==> config.mk <==
export PLATFORM = sky130hd
export DESIGN_NAME = spi_word_rx
export DESIGN_NICKNAME = d
export VERILOG_FILES = /design/src/rtl/spi_word_rx.sv
export SDC_FILE = /design/constraint.sdc
export NUM_CORES = 1
export LEC_CHECK = 0
export CORE_UTILIZATION = 58
export CTS_CLUSTER_SIZE = 25
export DETAILED_ROUTE_END_ITERATION = 12
export GPL_ROUTABILITY_DRIVEN = 0
export GPL_TIMING_DRIVEN = 0
export PLACE_DENSITY_LB_ADDON = 0.05
export SYNTH_ARGS = -nofsm -noshare
export SYNTH_HDL_FRONTEND = slang
export SYNTH_SLANG_ARGS = --single-unit
export TNS_END_PERCENT = 50
==> constraint.sdc <==
create_clock -name clk -period 2.6 [get_ports clk]
set_input_delay 0.52 -clock clk [delete_from_list [all_inputs] [get_ports clk]]
set_output_delay 0.52 -clock clk [all_outputs]
set_load 0.01 [all_outputs]
==> src/rtl/spi_word_rx.sv <==
// SPI mode-0 word receiver: synchronizes csn/sck/mosi into clk, shifts MSB-first
// frames of WIDTH bits, and flags non-BCD words and frames of the wrong length.
module spi_word_rx #(
  parameter int WIDTH       = 32,
  parameter int SYNC_STAGES = 2
) (
  input  logic             clk,
  input  logic             rst_n,
  input  logic             csn,
  input  logic             sck,
  input  logic             mosi,
  output logic [WIDTH-1:0] data,
  output logic             valid,
  output logic             bcd_err,
  output logic             frame_err,
  output logic             busy
);

  localparam int CW = $clog2(WIDTH + 1);

  typedef enum logic [1:0] {
    ST_IDLE  = 2'd0,
    ST_SHIFT = 2'd1,
    ST_HOLD  = 2'd2,
    ST_ARM   = 2'd3
  } state_t;

  state_t                 r_state;
  state_t                 w_state_nx;
  logic [SYNC_STAGES-1:0] r_csn_sync;
  logic [SYNC_STAGES-1:0] r_sck_sync;
  logic [SYNC_STAGES-1:0] r_mosi_sync;
  logic                   r_csn_d;
  logic                   r_sck_d;
  logic [1:0]             r_arm_cnt;
  logic [CW-1:0]          r_cnt;
  logic [WIDTH-1:0]       r_shift;
  logic                   r_ovf;
  logic                   r_valid_d;
  logic                   r_ferr_d;

  logic             w_csn_s;
  logic             w_sck_s;
  logic             w_mosi_s;
  logic             w_csn_rise;
  logic             w_csn_fall;
  logic             w_sck_rise;
  logic             w_shift_en;
  logic             w_load;
  logic             w_ferr_evt;
  logic             w_ovf_set;
  logic [WIDTH-1:0] w_shift_nx;

  function automatic logic f_bcd_err(input logic [WIDTH-1:0] w);
    logic e;
    e = 1'b0;
    for (int i = 0; i < WIDTH / 4; i++) begin
      e = e | (w[4*i +: 4] > 4'd9);
    end
    return e;
  endfunction

  assign w_csn_s    = r_csn_sync[SYNC_STAGES-1];
  assign w_sck_s    = r_sck_sync[SYNC_STAGES-1];
  assign w_mosi_s   = r_mosi_sync[SYNC_STAGES-1];
  assign w_csn_rise = w_csn_s & ~r_csn_d;
  assign w_csn_fall = ~w_csn_s & r_csn_d;
  assign w_sck_rise = w_sck_s & ~r_sck_d;
  assign w_shift_nx = {r_shift[WIDTH-2:0], w_mosi_s};
  assign busy       = (r_state == ST_SHIFT) || (r_state == ST_HOLD);

  // State register, synchronizers, datapath and output pulse pipeline
  always_ff @(posedge clk) begin
    if (!rst_n) begin
      r_state     <= ST_ARM;
      r_csn_sync  <= {SYNC_STAGES{1'b1}};
      r_sck_sync  <= {SYNC_STAGES{1'b0}};
      r_mosi_sync <= {SYNC_STAGES{1'b0}};
      r_csn_d     <= 1'b1;
      r_sck_d     <= 1'b0;
      r_arm_cnt   <= 2'd0;
      r_cnt       <= {CW{1'b0}};
      r_shift     <= {WIDTH{1'b0}};
      r_ovf       <= 1'b0;
      r_valid_d   <= 1'b0;
      r_ferr_d    <= 1'b0;
      data        <= {WIDTH{1'b0}};
      bcd_err     <= 1'b0;
      valid       <= 1'b0;
      frame_err   <= 1'b0;
    end else begin
      r_csn_sync  <= {r_csn_sync[SYNC_STAGES-2:0], csn};
      r_sck_sync  <= {r_sck_sync[SYNC_STAGES-2:0], sck};
      r_mosi_sync <= {r_mosi_sync[SYNC_STAGES-2:0], mosi};
      r_csn_d     <= w_csn_s;
      r_sck_d     <= w_sck_s;
      r_state     <= w_state_nx;
      // The reset-time ones must drain from the csn pipe before csn counts as high
      if ((r_state == ST_ARM) && w_csn_s) begin
        r_arm_cnt <= (r_arm_cnt == 2'(SYNC_STAGES)) ? r_arm_cnt : r_arm_cnt + 2'd1;
      end else begin
        r_arm_cnt <= 2'd0;
      end
      if ((r_state == ST_IDLE) && w_csn_fall) begin
        r_cnt   <= {CW{1'b0}};
        r_shift <= {WIDTH{1'b0}};
      end else if (w_shift_en) begin
        r_shift <= w_shift_nx;
        r_cnt   <= (r_cnt == CW'(WIDTH)) ? r_cnt : r_cnt + {{(CW-1){1'b0}}, 1'b1};
      end else begin
        r_cnt   <= r_cnt;
        r_shift <= r_shift;
      end
      if (w_load) begin
        data    <= w_shift_nx;
        bcd_err <= f_bcd_err(w_shift_nx);
      end else begin
        data    <= data;
        bcd_err <= bcd_err;
      end
      if (r_state != ST_HOLD) begin
        r_ovf <= 1'b0;
      end else if (w_csn_rise) begin
        r_ovf <= 1'b0;
      end else begin
        r_ovf <= r_ovf | w_ovf_set;
      end
      r_valid_d <= w_load;
      r_ferr_d  <= w_ferr_evt;
      valid     <= r_valid_d;
      frame_err <= r_ferr_d & ~r_valid_d;
    end
  end

  // Next-state logic; a csn rise always beats a coincident sck rise
  always_comb begin
    w_state_nx = r_state;
    case (r_state)
      ST_ARM: begin
        if (w_csn_s && (r_arm_cnt == 2'(SYNC_STAGES))) w_state_nx = ST_IDLE;
        else                                           w_state_nx = ST_ARM;
      end
      ST_IDLE: begin
        if (w_csn_fall) w_state_nx = ST_SHIFT;
        else            w_state_nx = ST_IDLE;
      end
      ST_SHIFT: begin
        if (w_csn_rise)                                     w_state_nx = ST_IDLE;
        else if (w_sck_rise && (r_cnt == CW'(WIDTH - 1)))   w_state_nx = ST_HOLD;
        else                                                w_state_nx = ST_SHIFT;
      end
      ST_HOLD: begin
        if (w_csn_rise) w_state_nx = ST_IDLE;
        else            w_state_nx = ST_HOLD;
      end
      default: w_state_nx = ST_ARM;
    endcase
  end

  // Per-state datapath strobes
  always_comb begin
    w_shift_en = 1'b0;
    w_load     = 1'b0;
    w_ferr_evt = 1'b0;
    w_ovf_set  = 1'b0;
    case (r_state)
      ST_SHIFT: begin
        w_shift_en = w_sck_rise & ~w_csn_rise;
        w_load     = w_sck_rise & ~w_csn_rise & (r_cnt == CW'(WIDTH - 1));
        w_ferr_evt = w_csn_rise & (r_cnt != {CW{1'b0}});
      end
      ST_HOLD: begin
        w_ovf_set  = w_sck_rise & ~w_csn_rise;
        w_ferr_evt = w_csn_rise & r_ovf;
      end
      default: begin
        w_shift_en = 1'b0;
        w_load     = 1'b0;
        w_ferr_evt = 1'b0;
        w_ovf_set  = 1'b0;
      end
    endcase
  end

endmodule

==> reports/metrics.cfg <==
[floorplan]
die_h_um = 76.8
num_rows = 26
fp.dieW_um = 76.8
initial_utilization_pct = 61.9
fp.coreArea_um2 = 5240
num_io_pins = 41
dieArea_um2 = 5900

[sta]
fmax_mhz = 457
maxSlewViolCount = 0
rsz0062_at_grt = false
slew_headroom_pct = 49.3
finalClockSkew_ns = 0.00712
setup_viol = 0
period_needed_ns = 2.19
hold_violations = 0
tns_ns = 0
tightest_slew_ns = 0.756
hold_slack_ns = 0.416
fin_crit_sh_pct = 84.1

[min_path]
hold_depth = 1
min_path_type = flop to flop

[route]
num_vias = 2523
drtIter0Drc = 117
post_drt_via_cell_ratio = 5.25
wl_per_cell_um = 12.9
drt_pass1_iterations = 4
ant_nets = 0
drc = 0
drt_wl_total_um = 6220

[outcome]
status = completed

[synthesis]
ys_types = 34
yosysTopAreaCell = dfxtp_1
yosys_warnings = 0
syn_area_um2 = 3240
yosys.area.top_type_share_pct = 53.7
ys_seq_area_share_pct = 53.7
avgSynthCellArea_um2 = 9.14
syn_inst = 355
synth_area_leaders = dfxtp_1 (54%), mux2i_1 (10%), nand2_1 (7.5%)
ys_seq_elements = 87
synth_nets = 368

[power]
ir_drop_v = 0.000470
power_switching_mw = 0.640
p_seq_share_pct = 52.2
clockPowerShare_pct = 37.2
p_leak_nw = 1.61
switching_share_pct = 24.1
comb_power_share_pct = 10.6
powerDensity_nw_per_um2 = 675
p_int_mw = 2.02

[cts]
clkTransAtPathRegs_ns = 0.08
numCtsBuffers = 9
cts_sinks = 87
hold_buffers = 0
cts_buffer_depth = 2
cts_resized = 0
insertion_delay_ns = 0.34
ctsRootBufferMaster = clkbuf_8
htreeDepth = 3
postCtsSetupRepairBufs = 0
cts_tree = built

[placed_design]
dp.cells = 465
dp_hpwl_um = 4300
dpl_cell_area_um2 = 3730
port_buffers = 40

[setup_path]
critPathKind = flop to primary output
critPathLaunchType = flop
cp_max_fo = 4
critPathRequiredTime_ns = 2.08
crit_path_end_kind = primary output
cp.arrival_ns = 1.67
ff2ff_path_depth = 6

[layout]
drive_gt1_share_pct = 5.60
final_area_um2 = 3950
final_cells = 481
antenna_cells = 0
final_nets = 419
final_util_pct = 75.3
fill_cells = 412
syn2layout_area_growth_pct = 21.6

[grt]
antenna_found_initial = 0
first_global_vias = 2340
grt_pass1_wl_um = 10700
grt_max_degree = 15
overflow = 0
track_usage_pct = 23.1

[run]
maxCapViolations = 0

## worst max-delay path: stages, from the launching register on
cell and delay, ns:
dfxtp_1 0.41, inv_1 0.09, ha_1 0.31, clkdlybuf4s50_1 0.54
## cell families after synthesis
logic type               count (synthesis)  share of synthesized area (%)
AO/OA/AOI/OAI                           54                           9.10
XOR/XNOR                                 4                           1.08
adder cells (fa/ha/maj)                  8                           3.09
buffers and inverters                   29                           3.74
flip-flops                              87                           53.7
multiplexers                            33                           10.2
AND/OR/NAND/NOR                        140                           19.1
## cells in the final DEF (no fill, tap or decap), drive strengths merged, types with 3 or more instances in the layout
| cell | count |
|---|---|
| nand4 | 3 |
| nand2 | 65 |
| and2 | 7 |
| a21oi | 38 |
| clkbuf | 24 |
| clkdlybuf4s50 | 40 |
| dfxtp | 87 |
| buf | 5 |
| nand2b | 6 |
| inv | 9 |
| nor2 | 42 |
| mux2i | 33 |
| ha | 8 |
| o21ai | 11 |
| clkinv | 3 |
| nand3 | 4 |
## sequential cells by signal, indices dropped and copies added (netlist names)
name / cells
r_sck_d: 1
frame_err: 1
r_shift: 31
bcd_err: 1
r_ferr_d: 1
r_valid_d: 1
r_cnt: 6
r_mosi_sync: 2
r_arm_cnt: 2
valid: 1
r_ovf: 1
r_csn_d: 1
r_state: 2
data: 32
r_csn_sync: 2
r_sck_sync: 2
## worst paths after layout
check | startpoint | end | slack [ns]
setup / recovery | r_state[0]$_SDFF_PN1_ | busy | 0.41
hold / removal | r_csn_sync[0]$_SDFF_PN1_ | r_csn_sync[1]$_SDFF_PN1_ | 0.42
setup reg to reg | r_state[0]$_SDFF_PN1_ | r_shift[6]$_SDFFE_PP0P_ | 0.62
hold reg to reg | r_csn_sync[0]$_SDFF_PN1_ | r_csn_sync[1]$_SDFF_PN1_ | 0.42
## layout make-up
type | instances | area [µm²] | share of cell area [%]
Multi-Input combinational cell | 239 | 1380 | 35.0
Timing Repair Buffer | 40 | 400 | 10.1
Clock buffer | 10 | 128 | 3.24
Tap cell | 70 | 87.6 | 2.22
Sequential cell | 87 | 1740 | 44.1
Clock inverter | 6 | 85.1 | 2.16
Buffer | 19 | 83.8 | 2.12
Inverter | 10 | 37.5 | 0.951
## power by group through the flow
stage                     clock (mW)  combinational [mW]  sequential (mW)
final                          0.989               0.282             1.39
after global routing            1.07               0.323             1.39
after CTS                       1.01               0.282             1.39
after detailed placement           0               0.279             1.42
after global placement             0               0.274             1.42
after floorplan                    0               0.203             1.42
## through the flow
step	total power, mW	setup WS [ns]
after floorplan	1.62	0.931
after global placement	1.69	0.449
after detailed placement	1.70	0.467
after CTS	2.68	0.389
after global routing	2.79	0.324
final	2.66	0.413
## synthesized netlist by cell type (all sizes together)
library cell / n
o21ai: 11
and2: 7
nand3: 4
nor3: 2
xnor2: 2
clkbuf: 14
or4: 1
xor2: 2
and4: 1
nand3b: 1
a2111oi: 1
or3: 2
nor2: 42
inv: 9
a32o: 1
o41ai: 1
a21oi: 38
ha: 8
and2b: 1
nor4b: 1
nor4: 1
nand4b: 1
clkinv: 1
nand2b: 6
nand2: 65
buf: 5
mux2i: 33
nand4: 3
dfxtp: 87
a211oi: 1
nor3b: 2
a221oi: 1
## metal layers
metal / track usage [%] / vias to the layer above / routed length (µm)
met1: 30.2 / 1172 / 2930
met2: 37.1 / 64 / 2940
met3: 4.52 / 6 / 294
met5: 0 / - / 0
li1: - / 1281 / -
met4: 9.62 / 0 / 53
Power figures use the tool's default switching activity.
==> variant 1, RTL diff (same settings) <==
The output `valid` loses its register stage (`valid` becomes a continuous assignment).
--- a/src/rtl/spi_word_rx.sv
+++ b/src/rtl/spi_word_rx.sv
@@ -87,5 +87,4 @@
       data        <= {WIDTH{1'b0}};
       bcd_err     <= 1'b0;
-      valid       <= 1'b0;
       frame_err   <= 1'b0;
     end else begin
@@ -128,8 +127,9 @@
       r_valid_d <= w_load;
       r_ferr_d  <= w_ferr_evt;
-      valid     <= r_valid_d;
       frame_err <= r_ferr_d & ~r_valid_d;
     end
   end
+
+  assign valid = r_valid_d;
 
   // Next-state logic; a csn rise always beats a coincident sck rise
Function: same outputs for any inputs over 10 cycles, from zero or initial values and one cycle with rst_n low; that may be too few to reach the edited logic, so the function may still have changed.
==> variant 1 against the unedited design <==
Total power is 0.24% lower. Setup slack lost 0.028 ns. Sequential cell count is 1 lower. Via count fell by 0.28%. Clock skew rose by 0.0018 ns. Area after synthesis shrank 0.81%. Design area shrank 0.63%. Synthesized cell count shrank 0.56%. Wire length decreased by 0.68%.
==> variant 1: results (changes against the unedited design) <==
* Vias in the first global route at 2,416 (+3.2%)
* Int Pwr at 2.01 mW (-0.66%)
* Vias at 2,516 (-0.28%)
* Worst r2r src: r_cnt[0]
* Startpoint types: flip-flop
* Post-CTS sizing at 0 (unchanged)
* Drt wl/cell at 12.9 µm (-0.26%)
* DP HPWL at 4340 µm (+1.0%)
* Leakage power at 1.61 nW (-0.44%)
* Synth top cells by count: dfxtp_1 (86), nand2_1 (65), nor2_1 (42)
* Register-to-register setup slack at 0.62 ns (about the same)
* Met1 Wirelength at 2950 µm (+0.44%)
* Synth Area in Compound Gates at 9.18% (+0.074 points)
* Placement Cell Area at 0.00371 mm² (-0.70%)
* Worst flop-to-flop path endpoint: data[31]
* Met3 Wirelength at 194 µm (-34%)
* Final number of max-transition violations at 0 (unchanged)
* DP Worst Slack at 0.476 ns (+0.00930 ns)
* Post-synthesis cell type count at 35 (+2.9%)
* Final net count at 417 (-0.48%)
* Power Dens Cells at 677 mW/mm² (+0.40%)
* Fraction of synthesized area in multiplexers at 10.3% (+0.083 points)
* DR iter-0 viols at 161 (+38%)
* Status: completed
* Max VDD drop at 0.496 mV (+5.7%)
* First-pass GRT wire length at 10,800 µm (+0.51%)
* Family with the most delay on the worst path: buffers and inverters
* Initial Utilization at 61.4% (-0.50 points)
* Sequential area share after synthesis at 53.5% (-0.18 points)
* Adder-cell share of the synthesized area at 3.11% (+0.025 points)
* # fillers at 388 (-5.8%)
* Final WS setup at 0.385 ns (-0.0279 ns)
* CTS max path bufs at 2 (unchanged)
* Metal2 WL at 2930 µm (-0.24%)
* CP arrival at 1.70 ns (+0.03 ns)
* Clk pwr share at 37.5% (+0.3 points)
* Worst clock skew on the final layout at 0.00888 ns (+0.00176 ns)
* Number of buffers created by CTS at 9 (unchanged)
* Share of cells above drive strength 1 at 5.62% (+0.027 points)
* Syn avg cell area at 9.12 µm² (-0.25%)
* Slew Limit Headroom at 50.9% (+1.6 points)
* GR Layer Usage met2 at 37.9% (+0.87 points)
* Synth top area cells: dfxtp_1 (53%), mux2i_1 (10%), nand2_1 (7.6%), a21oi_1 (5.9%), nor2_1 (4.9%)
* Hold Path Depth at 1 (unchanged)
* Met1 Resource Use GR at 29.4% (-0.86 points)
* Overall routing resource usage at 23.1% (about the same)
* Mapped Nets at 366 (-0.54%)
* XOR/XNOR share of the synthesized area at 1.09% (+0.0088 points)
* Met3 Use GR at 3.95% (-0.57 points)
* CP endpoint: busy
* Reg2Reg Depth at 7 (+1)
* Placed insts at 463 (-0.43%)
* Non-Filler Instances at 479 (-0.42%)
## variant 1: cell count changes after synthesis, sizes merged
| cell | unedited run | this run |
|---|---|---|
| and2 | 7 | 6 |
| dfxtp | 87 | 86 |
| clkbuf | 14 | 13 |
| buf | 5 | 6 |
## variant 1: through the flow
step / utilization [%] / hold slack [ns]
after floorplan: - / 0.386
after global placement: 70.8 / 0.394
final: 74.8 / 0.415
after detailed placement: 70.8 / 0.402
after CTS: 74.8 / 0.421
after global routing: 74.8 / 0.432
## variant 1: final cells by class
type	count	area [µm²]	share of cell area, %
Buffer	19	83.8	2.14
Sequential cell	86	1720	43.9
Multi-Input combinational cell	238	1380	35.1
Clock buffer	10	128	3.26
Clock inverter	6	86.3	2.20
Tap cell	70	87.6	2.23
Inverter	10	37.5	0.958
Timing Repair Buffer	40	400	10.2
==> variant 2, RTL diff (config.mk and constraints unchanged) <==
Made on the original files. `WIDTH`: 32 -> 64.
--- a/src/rtl/spi_word_rx.sv
+++ b/src/rtl/spi_word_rx.sv
@@ -2,5 +2,5 @@
 // frames of WIDTH bits, and flags non-BCD words and frames of the wrong length.
 module spi_word_rx #(
-  parameter int WIDTH       = 32,
+  parameter int WIDTH       = 64,
   parameter int SYNC_STAGES = 2
 ) (
Ports: changed (resized data); port bits go from 41 to 73. The function was not compared with the original's and may differ.
==> variant 2 against the unedited design <==
Design area grew 87%. Global-route usage grew 6.2 points. Area after synthesis grew 81%. Via count grew 110%. Total power grew 97%. Final cell count grew 95%. Sequential cell count grew 65. Wire length grew 140%. Setup slack lost 0.19 ns.
==> variant 2: results (changes against the unedited design) <==
* Fraction of synthesized area in multiplexers at 0.341% (-9.8 points)
* Vias in the first global route at 4,899 (+110%)
* Leakage power at 2.48 nW (+54%)
* XOR/XNOR share of the synthesized area at 0.149% (-0.93 points)
* Mapped Nets at 713 (+94%)
* DP HPWL at 10,000 µm (+130%)
* Top FF cell, synth: dfxtp_1
* DR iter-0 viols at 240 (+110%)
* Met1 Resource Use GR at 35.8% (+5.5 points)
* Synth top area cells: dfxtp_1 (52%), a21oi_1 (11%), nand2_1 (8.5%), o21ai_0 (6.2%), nand3_1 (5.1%)
* Overall routing resource usage at 29.3% (+6.2 points)
* First-pass GRT wire length at 23,500 µm (+120%)
* CTS Hold Bufs at 0 (unchanged)
* Status: completed
* Post-synthesis cell type count at 43 (+26%)
* # fillers at 767 (+86%)
* Pin count of the biggest net entering global routing at 17 (+2)
* Adder-cell share of the synthesized area at 1.70% (-1.4 points)
* Slew of the pin with the lowest slew margin at 0.670 ns (-0.0853 ns)
* Synth top cells by count: dfxtp_1 (152), nand2_1 (133), a21oi_1 (124)
* Worst r2r src: r_state[1]
* Top flop regs: data (64), r_shift (63), r_cnt (7)
* Worst hold path class: flip-flop to flip-flop
* Post-CTS Setup Inserts at 0 (unchanged)
* FFs w/ async S/R, synth at 0% (unchanged)
* GR Layer Usage met2 at 50.4% (+13 points)
* Worst clock skew on the final layout at 0.00903 ns (+0.00191 ns)
* Antenna violations before repair at 0 (unchanged)
* Met3 Use GR at 6.51% (+2.0 points)
* Post-CTS sizing at 0 (unchanged)
* Share of cells above drive strength 1 at 10.8% (+5.2 points)
* H-tree levels at 4 (+1)
* Root buf cell: clkbuf_8
* CP arrival at 1.86 ns (+0.19 ns)
* Vias at 5,302 (+110%)
* CTS clock-pin slew for the worst setup and hold paths at 0.06 ns (-0.02 ns)
* Worst-Skew Late Latency at 0.53 ns (+0.19 ns)
* Sequential area share after synthesis at 51.8% (-1.9 points)
* YS warnings at 0 (unchanged)
* WL final at 14,800 µm (+140%)
* Max VDD drop at 0.723 mV (+54%)
* Number of buffers created by CTS at 17 (+8)
* Final net count at 804 (+92%)
* CTS max path bufs at 2 (unchanged)
* Hold Crit Start: r_mosi_sync[0]
* Synth Area in Compound Gates at 20.4% (+11 points)
* Crit path max fanout at 4 (unchanged)
* I/O Buffers at 72 (+80%)
* Router iterations before antenna repair at 5 (+1)
variant 2: stage by stage:
stage / area [µm²] / util [%] / hold slack (ns) / worst slack [ns] / std cells
detailed placement: 6760 / 68.9 / 0.422 / 0.185 / 905
global route: 7360 / 75.0 / 0.438 / 0.166 / 937
CTS: 7360 / 75.0 / 0.437 / 0.205 / 937
finish: 7360 / 75.0 / 0.435 / 0.219 / 937
global placement: 6760 / 68.9 / 0.389 / 0.229 / 905
floorplan: 5880 / - / 0.386 / 1.08 / 700
variant 2: final cells by class:
cell class | instances | area, µm² | share of cell area (%)
Tap cell | 133 | 166 | 2.26
Clock inverter | 8 | 118 | 1.60
Clock buffer | 24 | 480 | 6.53
Sequential cell | 152 | 3040 | 41.3
Multi-Input combinational cell | 480 | 2490 | 33.8
Timing Repair Buffer | 72 | 721 | 9.79
Buffer | 60 | 315 | 4.28
Inverter | 8 | 30.0 | 0.408
variant 2: worst max-delay path: stages, from the launching register on:
cell,delay (ns)
dfxtp_1,0.40
inv_1,0.10
ha_1,0.30
clkdlybuf4s50_1,0.54
variant 2: where the power goes:
group	internal (mW)	leakage, nW	switching [mW]
Combinational	0.136	0.959	0.236
Sequential	2.37	1.23	0.0292
Clock	1.56	0.295	0.919
variant 2: worst paths after layout:
kind              slack, ns             end  cells after the start
setup / recovery       0.22            busy                      3
hold reg to reg        0.43  r_mosi_sync[1]                      1
setup reg to reg       0.66        r_cnt[1]                      8
hold / removal         0.43  r_mosi_sync[1]                      1
variant 2: metal layers:
metal,up-vias,wire (µm),part of all wire [%]
met3,18,702,4.8
met5,-,0,0
met4,0,218,1.5
met2,149,7420,50
met1,2540,6420,43
li1,2595,-,-
